**config.mk**
```make
export PLATFORM = sky130hd
export DESIGN_NAME = cdc_xfer_arbiter
export DESIGN_NICKNAME = d
export VERILOG_FILES = /design/src/rtl/cdc_xfer_arbiter.sv
export SDC_FILE = /design/constraint.sdc
export NUM_CORES = 1
export LEC_CHECK = 0
export ABC_AREA = 1
export BUFFER_PORTS_ARGS = -buffer_cell sky130_fd_sc_hd__buf_2
export CORE_UTILIZATION = 42
export CTS_CLUSTER_SIZE = 28
export DETAILED_ROUTE_END_ITERATION = 12
export PLACE_DENSITY = 0.77
export SETUP_SLACK_MARGIN = 0.02
export SYNTH_ARGS = -nofsm -noshare
export SYNTH_HDL_FRONTEND = slang
export SYNTH_SLANG_ARGS = --single-unit
```
**constraint.sdc**
```tcl
create_clock -name CP -period 2.07 [get_ports CP]
set_clock_uncertainty 0.2 [all_clocks]
set_input_delay 0 -clock CP [delete_from_list [all_inputs] [get_ports CP]]
set_output_delay 0 -clock CP [all_outputs]
set_load 0.01 [all_outputs]
```
**src/rtl/cdc_xfer_arbiter.sv**
```systemverilog
// Round-robin sequencer in front of a shared four-phase req/ack crossing.
// The outgoing word and source index stay frozen for the whole handshake.

module async_ff #(
   parameter int DW = 1
) (
   input  logic          CP,
   input  logic          CLR,
   input  logic [DW-1:0] d,
   output logic [DW-1:0] q
);
   always_ff @(posedge CP or posedge CLR) begin
      if (CLR) q <= '0;
      else     q <= d;
   end
endmodule

module cdc_xfer_arbiter #(
   parameter int N           = 4,
   parameter int DW          = 32,
   parameter int SYNC_STAGES = 2,
   parameter int TIMEOUT     = 64
) (
   input  logic                 CP,
   input  logic                 CLR,
   input  logic [N-1:0]         req_valid,
   input  logic [N*DW-1:0]      req_data,
   output logic [N-1:0]         req_ready,
   output logic                 xfer_req,
   output logic [DW-1:0]        xfer_data,
   output logic [$clog2(N)-1:0] xfer_src,
   input  logic                 xfer_ack,
   output logic                 done,
   output logic                 busy,
   output logic                 timeout
);
   localparam int PW = $clog2(N);
   localparam int CW = $clog2(TIMEOUT + 1);

   typedef enum logic [1:0] {IDLE, REQ, REL} state_t;

   state_t        state, state_n;
   logic [PW-1:0] ptr, gnt_idx, scan;
   logic          gnt_found, grant, ack_s;
   logic [CW-1:0] stall;
   logic          ack_chain [0:SYNC_STAGES];

   assign ack_chain[0] = xfer_ack;
   for (genvar s = 0; s < SYNC_STAGES; s++) begin : g_sync
      async_ff #(.DW(1)) u_ff (
         .CP  (CP),
         .CLR (CLR),
         .d   (ack_chain[s]),
         .q   (ack_chain[s+1])
      );
   end
   assign ack_s = ack_chain[SYNC_STAGES];

   // First valid requester at or after ptr, wrapping modulo N.
   always_comb begin
      gnt_found = 1'b0;
      gnt_idx   = '0;
      scan      = '0;
      for (int i = 0; i < N; i++) begin
         scan = PW'((int'(ptr) + i) % N);
         if (!gnt_found && req_valid[scan]) begin
            gnt_found = 1'b1;
            gnt_idx   = scan;
         end
      end
   end

   always_ff @(posedge CP or posedge CLR) begin
      if (CLR) state <= IDLE;
      else     state <= state_n;
   end

   // A still-high synchronized ack in IDLE is stale: hold off until it drops.
   always_comb begin
      state_n   = state;
      grant     = 1'b0;
      req_ready = '0;
      case (state)
         IDLE: if (gnt_found && !ack_s) begin
            grant              = 1'b1;
            state_n            = REQ;
            req_ready[gnt_idx] = ~CLR;
         end
         REQ:     if (ack_s)  state_n = REL;
         REL:     if (!ack_s) state_n = IDLE;
         default: state_n = IDLE;
      endcase
   end

   assign busy = (state != IDLE);

   always_ff @(posedge CP or posedge CLR) begin
      if (CLR) begin
         xfer_req  <= 1'b0;
         xfer_data <= '0;
         xfer_src  <= '0;
         ptr       <= '0;
         done      <= 1'b0;
         stall     <= '0;
         timeout   <= 1'b0;
      end else begin
         xfer_req <= (state_n == REQ);
         done     <= (state == REL) && (state_n == IDLE);
         if (grant) begin
            xfer_data <= req_data[int'(gnt_idx)*DW +: DW];
            xfer_src  <= gnt_idx;
            ptr       <= (gnt_idx == PW'(N-1)) ? '0 : gnt_idx + 1'b1;
         end
         // Saturating stall count; the handshake itself is never abandoned.
         if (state_n != state)
            stall <= '0;
         else if (busy && stall != CW'(TIMEOUT-1))
            stall <= stall + 1'b1;
         if (busy && stall == CW'(TIMEOUT-1))
            timeout <= 1'b1;
      end
   end
endmodule

```
==> results of run 1 <==
-- per-layer routing --
metal,global-route usage,GRT overflow
met1,0.6406,0
met2,0.8820,0
met3,0.4296,0
met4,0.6192,3
met5,0.006410,0
-- repair_timing --
| item | in CTS |
|---|---|
| cloned | 7 |
| hold buffers | 130 |
| endpoints found under the setup margin | 45 |
| pin swaps | 37 |
| endpoints found under the hold margin | 83 |
| buffers inserted | 21 |
| resized for setup | 91 |
-- cells by family after synthesis --
| logic type | share of synthesized area |
|---|---|
| AO/OA/AOI/OAI | 0.02183 |
| XOR/XNOR | 0.01232 |
| adder cells (fa/ha/maj) | 0.01761 |
| buffers and inverters | 0.1144 |
| flip-flops | 0.3521 |
| AND/OR/NAND/NOR | 0.4817 |
-- metrics by stage --
stage	cells	setup slack, ns	TNS, ns	cell area [um^2]	util
floorplan	569	0.03482	0	3582	-
CTS	1019	-0.2353	-6.410	6748	0.8212
detailed placement	853	-0.2520	-7.310	4725	0.5750
global placement	853	-0.1586	-4.437	4725	0.5750
==> run summary, run 1 <==
Ys Warns: 0
all-layer global routing usage: 0.6441
IO Port Bufs: 176
synthesized area per cell: 6.245 um^2
die height: 93.98 um
TritonCTS Buffers: 5
asr flop ratio synth: 1.000
top cells by area in the synthesized netlist: dfrtp_1 35%, nand2_1 33%, nand3_1 6.8%
Ports: 177
most frequent cell after synthesis: nand2_1
site row count: 33
maximum number of pins on one net before global-route repair: 51
Initial Util: 0.4325
area leader, netlist: dfrtp_1
EDFF count, synth: 0
Log Error: [ERROR GRT-0232] Routing congestion too high. Check the congestion heatmap in the GUI.
Post-Syn Nets: 709
routability cong.: 0.8488
Syn Inst Count: 569
Worst EP kind: top-level output
CTS sink cnt: 50
Fail Step: global routing (5_1_grt)
status: stopped before the end
Yosys top cell area share: 0.3521
ys flop type: dfrtp_1
Post-synth top cells: 317 x nand2_1, 53 x inv_1, 50 x dfrtp_1
CTS Buffer Depth: 2
GRT worst endpoint: req_ready[1]
synthesized cell area: 3553 um^2
Chip Width: 93.98 um
Root Driver: clkbuf_8
htree depth: 2
sequential-to-total area share from yosys stat: 0.3521
post-synthesis cell type count: 27
total congestion overflow: 3
flops & latches, synth: 50
dpl hpwl: 8000 um
==> run 2, diff against run 1 <==
Settings changed: CORE_UTILIZATION 42 to 30, CTS_CLUSTER_SIZE 28 to not set, PLACE_DENSITY 0.77 to not set, PLACE_DENSITY_LB_ADDON set to 0.15, SETUP_SLACK_MARGIN 0.02 to not set.
Clock period 2.07 ns to 2.7 ns, I/O delays scaled along.
==> run summary, run 2 <==
kind of critical path: reg -> out
Slew HR: 0.6043
First DRT Iteration DRCs: 343
via count: 4805
Post-Syn Nets: 709 (unchanged)
cell leakage power: 0.003437 uW
Synth Area in Adders: 0.01761 (unchanged)
critical path endpoint category: output port
status: finished clean
CTS Buffer Depth: 2 (unchanged)
slack of the critical path: 0.1945 ns
die height: 110.8 um (+18%)
total wire length: 13600 um
routability cong.: 0.7651 (-9.9%)
Yosys top cell area share: 0.3521 (unchanged)
Simple-Gate Fraction of Synth Area: 0.4817 (unchanged)
Final Net Count: 1007
CTS tree: done
Syn Inst Count: 569 (unchanged)
period utilisation layout: 0.9280
post-synthesis mux area share: 0 (unchanged)
Setup TNS: 0 ns
largest family of logic cells by synthesized area: simple AND/OR/NAND/NOR gates
synthesized cell area: 3553 um^2 (unchanged)
first-pass GRT wire length: 22400 um
First-pass DRT Iterations: 5
Area Growth Syn to Fin: 69.89%
Slew Limit Fails: 0
Root Driver: clkbuf_16
area of the core: 11470 um^2
clock-pin slew on the worst setup and hold paths: 0.07 ns
worst path arrival time: 2.31 ns
antenna-violating nets left: 0
commonest cells after routing, fill and taps aside: 316 x nand2_1, 176 x buf_2, 130 x dlygate4sd3_1, 52 x inv_1, 49 x dfrtp_1
area occupied by multi-input gates: 1906 um^2
commonest non-fill, non-tap cell in the layout: nand2_1
Achievable Freq: 0.3991 GHz
RSZ-0062 raised after global routing: false
Layout fillers: 1101
IO Port Bufs: 176 (unchanged)
Final Hold Vio Count: 0
Ys Warns: 0 (unchanged)
sequential cell area: 1252 um^2
Post-Synth XOR/XNOR Area: 0.01232 (unchanged)
sequential-to-total area share from yosys stat: 0.3521 (unchanged)
r2r endpoint: xfer_data[30]$_DFFE_PP0P_
Post-synth top cells: 317 x nand2_1, 53 x inv_1, 50 x dfrtp_1
top cells by area in the synthesized netlist: dfrtp_1 35%, nand2_1 33%, nand3_1 6.8%
Crit Path Max Fanout: 27
initial antenna violation count: 0
RR Startpoint: ptr[0]$_DFFE_PP0P_
reg2reg setup slack: 0.31 ns
Final Cell Area: 6037 um^2
max incr delay on CP: 0.49 ns
ys flop type: dfrtp_1
Area after DPL: 4519 um^2 (-4.3%)
all-layer global routing usage: 0.2226
most frequent cell after synthesis: nand2_1
vias in the first global route: 4907
Setup-failing EPs final: 0
post-synthesis compound-gate area fraction: 0.02183 (unchanged)
area leader, netlist: dfrtp_1
htree depth: 2 (unchanged)
Worst Setup EP: req_ready[2]
asr flop ratio synth: 1.000 (unchanged)
Ports: 177 (unchanged)
synthesized area per cell: 6.245 um^2 (unchanged)
actual transition at the worst max-transition pin: 0.5922 ns
DP Worst Slack: 0.1945 ns (+0.4465 ns)
Chip Width: 110.8 um (+18%)
maximum number of pins on one net before global-route repair: 54
flops & latches, synth: 50 (unchanged)
Top Family by Delay on Critical Path: simple AND/OR/NAND/NOR gates
Die ar.: 12280 um^2
total congestion overflow: 0
TritonCTS Buffers: 5 (unchanged)
Core Util, Final: 0.5265
Crit-path slowest cell: dfrtp_2
Tmin final: 2.506 ns
max reg flops: 32
WHS: 0.07268 ns
CTS sink cnt: 50 (unchanged)
maxcap violations: 0
dpl hpwl: 8008 um (about the same)
drt drc: 0
Worst EP required: 2.50 ns
peak supply drop: 0.6971 mV
ordered cell list for the critical path: inv_2 > nand2_1 > nand3_1 > nand2_2 > nor2_4 > nand3_4 > nand3_4 > buf_12 > ha_1 > inv_1 > nor2_1 > buf_2
Initial Util: 0.3099 (-0.1226)
post-synthesis cell type count: 27 (unchanged)
fraction of layout cells with a size suffix above 1: 0.2477
PD cells: 1061 nW/um^2
CP Buf/Inv Count: 4
Via-to-Cell Ratio: 4.753
biggest regs: xfer_data (32), stall (7)
wire length per cell: 13.45 um
HP Class: in -> async
ANT cells: 0
instance count on the critical path: 12
R2R depth: 14
site row count: 39 (+18%)
post-CTS setup repair buffer count: 0 (-100%)
most frequent CP cell: nand3_4
Startpoint Class: flip-flop
Top reg by flops: xfer_data
Clock Latency Late Sink: 0.29 ns
EDFF count, synth: 0 (unchanged)
Worst Setup SP: ptr[0]$_DFFE_PP0P_
## run 2: cells by family after synthesis
family,count (synthesis)
buffers and inverters,86
and+or+nand+nor,410
xor gates and xnor gates,5
AOI/OAI and AO/OA,13
DFF,50
adders and majority gates,5
## run 2: through the flow
stage                     instances  total power (uW)
after floorplan                 569              4337
after global placement          872              5293
after detailed placement        872              5342
after CTS                      1010              6241
after global routing           1011              7074
final                          1011              6404
## run 2: metal layers
layer / vias to the layer above / global-route usage / wire [um]
li1: 2325 / - / -
met1: 2191 / 0.2479 / 5365
met2: 208 / 0.3921 / 6760
met3: 81 / 0.03226 / 614
met4: 0 / 0.1502 / 854
met5: - / 0 / 0
## run 2: repair_timing
| item | in CTS | in global routing |
|---|---|---|
| endpoints found under the hold margin | 52 | 0 |
| setup endpoints to repair | 0 | 29 |
| hold buffers | 130 | 0 |
| resized for setup | 0 | 8 |
## run 2: area by class of cell
| type | count | area share |
|---|---|---|
| timing repair buffer | 317 | 0.3811 |
| multi-input combinational | 433 | 0.3156 |
| sequential | 50 | 0.2075 |
| inverter | 60 | 0.03813 |
| tap | 143 | 0.02964 |
| clock buffer | 5 | 0.02073 |
| clock inverter | 3 | 0.007254 |
## run 2: worst register-to-register path, delay by kind of cell, from the launching register on
family | cells | cell delay (ns)
AND/OR/NAND/NOR | 10 | 0.98
buffers and inverters | 4 | 0.67
flip-flops | 1 | 0.49
## run 2: where the power goes
part	total [uW]	internal [uW]	switching, uW
sequential	1230	1050	185
clock	725	439	286
combinational	4450	1620	2830
total	6400	3110	3300
## run 2: how the worst min path moves through the flow
stage          startpoint                          to  slack [ns]  cells past startpoint
2_1_floorplan    xfer_ack  g_sync[0].u_ff.q$_DFF_PP0_       -0.17                      0
3_3_place_gp          CLR   xfer_data[23]$_DFFE_PP0P_       -0.15                      2
3_5_place_dp          CLR   xfer_data[23]$_DFFE_PP0P_       -0.16                      2
4_1_cts               CLR   xfer_data[23]$_DFFE_PP0P_        0.08                      3
5_1_grt               CLR   xfer_data[23]$_DFFE_PP0P_        0.14                      3
6_report              CLR   xfer_data[23]$_DFFE_PP0P_        0.07                      3
Power figures use the tool's default switching activity.
==> run 3, diff against run 2 <==
Settings changed: CORE_MARGIN set to 2.
==> run summary, run 3 (synthesized netlist as in run 2, its figures left out) <==
max incr delay on CP: 0.49 ns (about the same)
maxcap violations: 0 (unchanged)
CTS Buffer Depth: 2 (unchanged)
reg2reg setup slack: 0.20 ns (-0.11 ns)
CP Buf/Inv Count: 4 (unchanged)
Chip Width: 112.8 um (+1.8%)
Worst EP required: 2.50 ns (about the same)
status: finished clean
First-pass DRT Iterations: 4 (-1)
Startpoint Class: flip-flop
max reg flops: 32 (unchanged)
HP Class: in -> async
maximum number of pins on one net before global-route repair: 43 (-20%)
Final Net Count: 1017 (+0.99%)
ANT cells: 0 (unchanged)
Core Util, Final: 0.5345 (+0.008075)
IO Port Bufs: 176 (unchanged)
all-layer global routing usage: 0.2024 (-0.02020)
via count: 4756 (-1.0%)
commonest cells after routing, fill and taps aside: 316 x nand2_1, 176 x buf_2, 130 x dlygate4sd3_1, 52 x inv_1, 49 x dfrtp_1
Area after DPL: 4512 um^2 (-0.17%)
PD cells: 1071 nW/um^2 (+0.93%)
Area Growth Syn to Fin: 72.50%
antenna-violating nets left: 0 (unchanged)
initial antenna violation count: 0 (unchanged)
TritonCTS Buffers: 5 (unchanged)
r2r endpoint: xfer_data[5]$_DFFE_PP0P_
Achievable Freq: 0.3922 GHz (-1.7%)
Top Family by Delay on Critical Path: simple AND/OR/NAND/NOR gates
Via-to-Cell Ratio: 4.658 (-2.0%)
ordered cell list for the critical path: buf_4 > nand2_1 > nand2_1 > nand2_1 > nand2_1 > nor2_4 > nand3_4 > nand3_4 > buf_6 > ha_1 > inv_1 > nor2_1 > buf_2
clock-pin slew on the worst setup and hold paths: 0.07 ns (about the same)
area of the core: 11470 um^2 (unchanged)
Setup-failing EPs final: 0 (unchanged)
cell leakage power: 0.003470 uW (+0.97%)
total wire length: 13500 um (-0.73%)
vias in the first global route: 4727 (-3.7%)
Crit Path Max Fanout: 11 (-59%)
CTS tree: done
Top reg by flops: xfer_data
die height: 112.8 um (+1.8%)
total congestion overflow: 0 (unchanged)
CTS sink cnt: 50 (unchanged)
actual transition at the worst max-transition pin: 0.5514 ns (-0.04079 ns)
first-pass GRT wire length: 21130 um (-5.7%)
commonest non-fill, non-tap cell in the layout: nand2_1
Ports: 177 (unchanged)
critical path endpoint category: output port
routability cong.: 0.8579 (+12%)
Final Hold Vio Count: 0 (unchanged)
dpl hpwl: 8220 um (+2.7%)
period utilisation layout: 0.9445 (+0.01649)
peak supply drop: 0.6773 mV (-2.8%)
drt drc: 0 (unchanged)
kind of critical path: reg -> out
Slew Limit Fails: 0 (unchanged)
Initial Util: 0.3099 (unchanged)
fraction of layout cells with a size suffix above 1: 0.2563 (+0.008568)
site row count: 39 (unchanged)
Tmin final: 2.550 ns (+0.04452 ns)
R2R depth: 14 (unchanged)
htree depth: 2 (unchanged)
worst path arrival time: 2.35 ns (+0.04 ns)
Slew HR: 0.6319 (+0.02759)
Final Cell Area: 6130 um^2 (+1.5%)
Crit-path slowest cell: dfrtp_2
RR Startpoint: ptr[0]$_DFFE_PP0P_
most frequent CP cell: nand2_1
Root Driver: clkbuf_16
Die ar.: 12730 um^2 (+3.6%)
First DRT Iteration DRCs: 243 (-29%)
Clock Latency Late Sink: 0.29 ns (about the same)
biggest regs: xfer_data (32), stall (7)
wire length per cell: 13.22 um (-1.7%)
[run 3: cell count changes in the layout (fill, tap and decap cells not counted), sizes merged]
| cell | delta |
|---|---|
| buf | +10 |
| bufinv | -1 |
| inv | -2 |
| nor2 | +1 |
| clkinvlp | +1 |
| clkinv | +1 |
[run 3: worst max path at each step]
| stage | from | endpoint | slack (ns) | cells past startpoint |
|---|---|---|---|---|
| 3_3_place_gp | ptr[0]$_DFFE_PP0P_ | xfer_data[13]$_DFFE_PP0P_ | 0.15 | 13 |
| 2_1_floorplan | ptr[0]$_DFFE_PP0P_ | ptr[1]$_DFFE_PP0P_ | 0.62 | 13 |
| 4_1_cts | ptr[0]$_DFFE_PP0P_ | req_ready[3] | 0.0006 | 14 |
| 5_1_grt | ptr[0]$_DFFE_PP0P_ | req_ready[2] | -0.01 | 13 |
| 6_report | ptr[0]$_DFFE_PP0P_ | req_ready[2] | 0.15 | 13 |
| 3_5_place_dp | ptr[0]$_DFFE_PP0P_ | xfer_data[5]$_DFFE_PP0P_ | 0.07 | 14 |
[run 3: worst min-delay path, cell delays in order]
cell and delay (ns):
dlygate4sd3_1 0.53, buf_2 0.13, inv_2 0.40
[run 3: through the flow]
step	hold WS [ns]	setup WS [ns]	TNS, ns	total power (uW)	cells
after floorplan	-0.1686	0.6192	0	4337	569
after global placement	-0.1044	0.1478	0	5307	871
after detailed placement	-0.1073	0.06664	0	5343	871
after CTS	0.1396	0.0006297	0	6218	1009
after global routing	0.1618	-0.01286	-0.02496	7237	1021
final	0.1247	0.1500	0	6563	1021
[run 3: report_power, final]
part / total [uW] / switching [uW] / internal [uW]
clock network: 637 / 270 / 367
logic: 4690 / 2900 / 1800
registers: 1230 / 184 / 1050
[run 3: final cells by class]
type,instances,area [um^2]
multi-input cells,434,1926
fillers,1112,5338
well taps,143,178.9
clock buffers,6,138.9
flip-flops and latches,50,1252
repair buffers,326,2379
inverters,60,242.7
clock inverters,2,12.51
[run 3: metal layers]
| metal | wire length, um | global-route usage | vias to the layer above | share of wire |
|---|---|---|---|---|
| met5 | 0 | 0 | - | 0 |
| met4 | 909 | 0.1252 | 0 | 0.067 |
| met3 | 604 | 0.03589 | 74 | 0.045 |
| met2 | 6787 | 0.3597 | 197 | 0.50 |
| met1 | 5195 | 0.2238 | 2135 | 0.38 |
| li1 | - | - | 2350 | - |
[run 3: repair_timing]
action / in CTS / in global routing
buffers inserted: 0 / 10
setup endpoints to repair: 4 / 29
cloned: 0 / 2
gates resized for setup: 4 / 14
endpoints found under the hold margin: 57 / 0
pin swaps: 0 / 2
hold buffers: 130 / 0
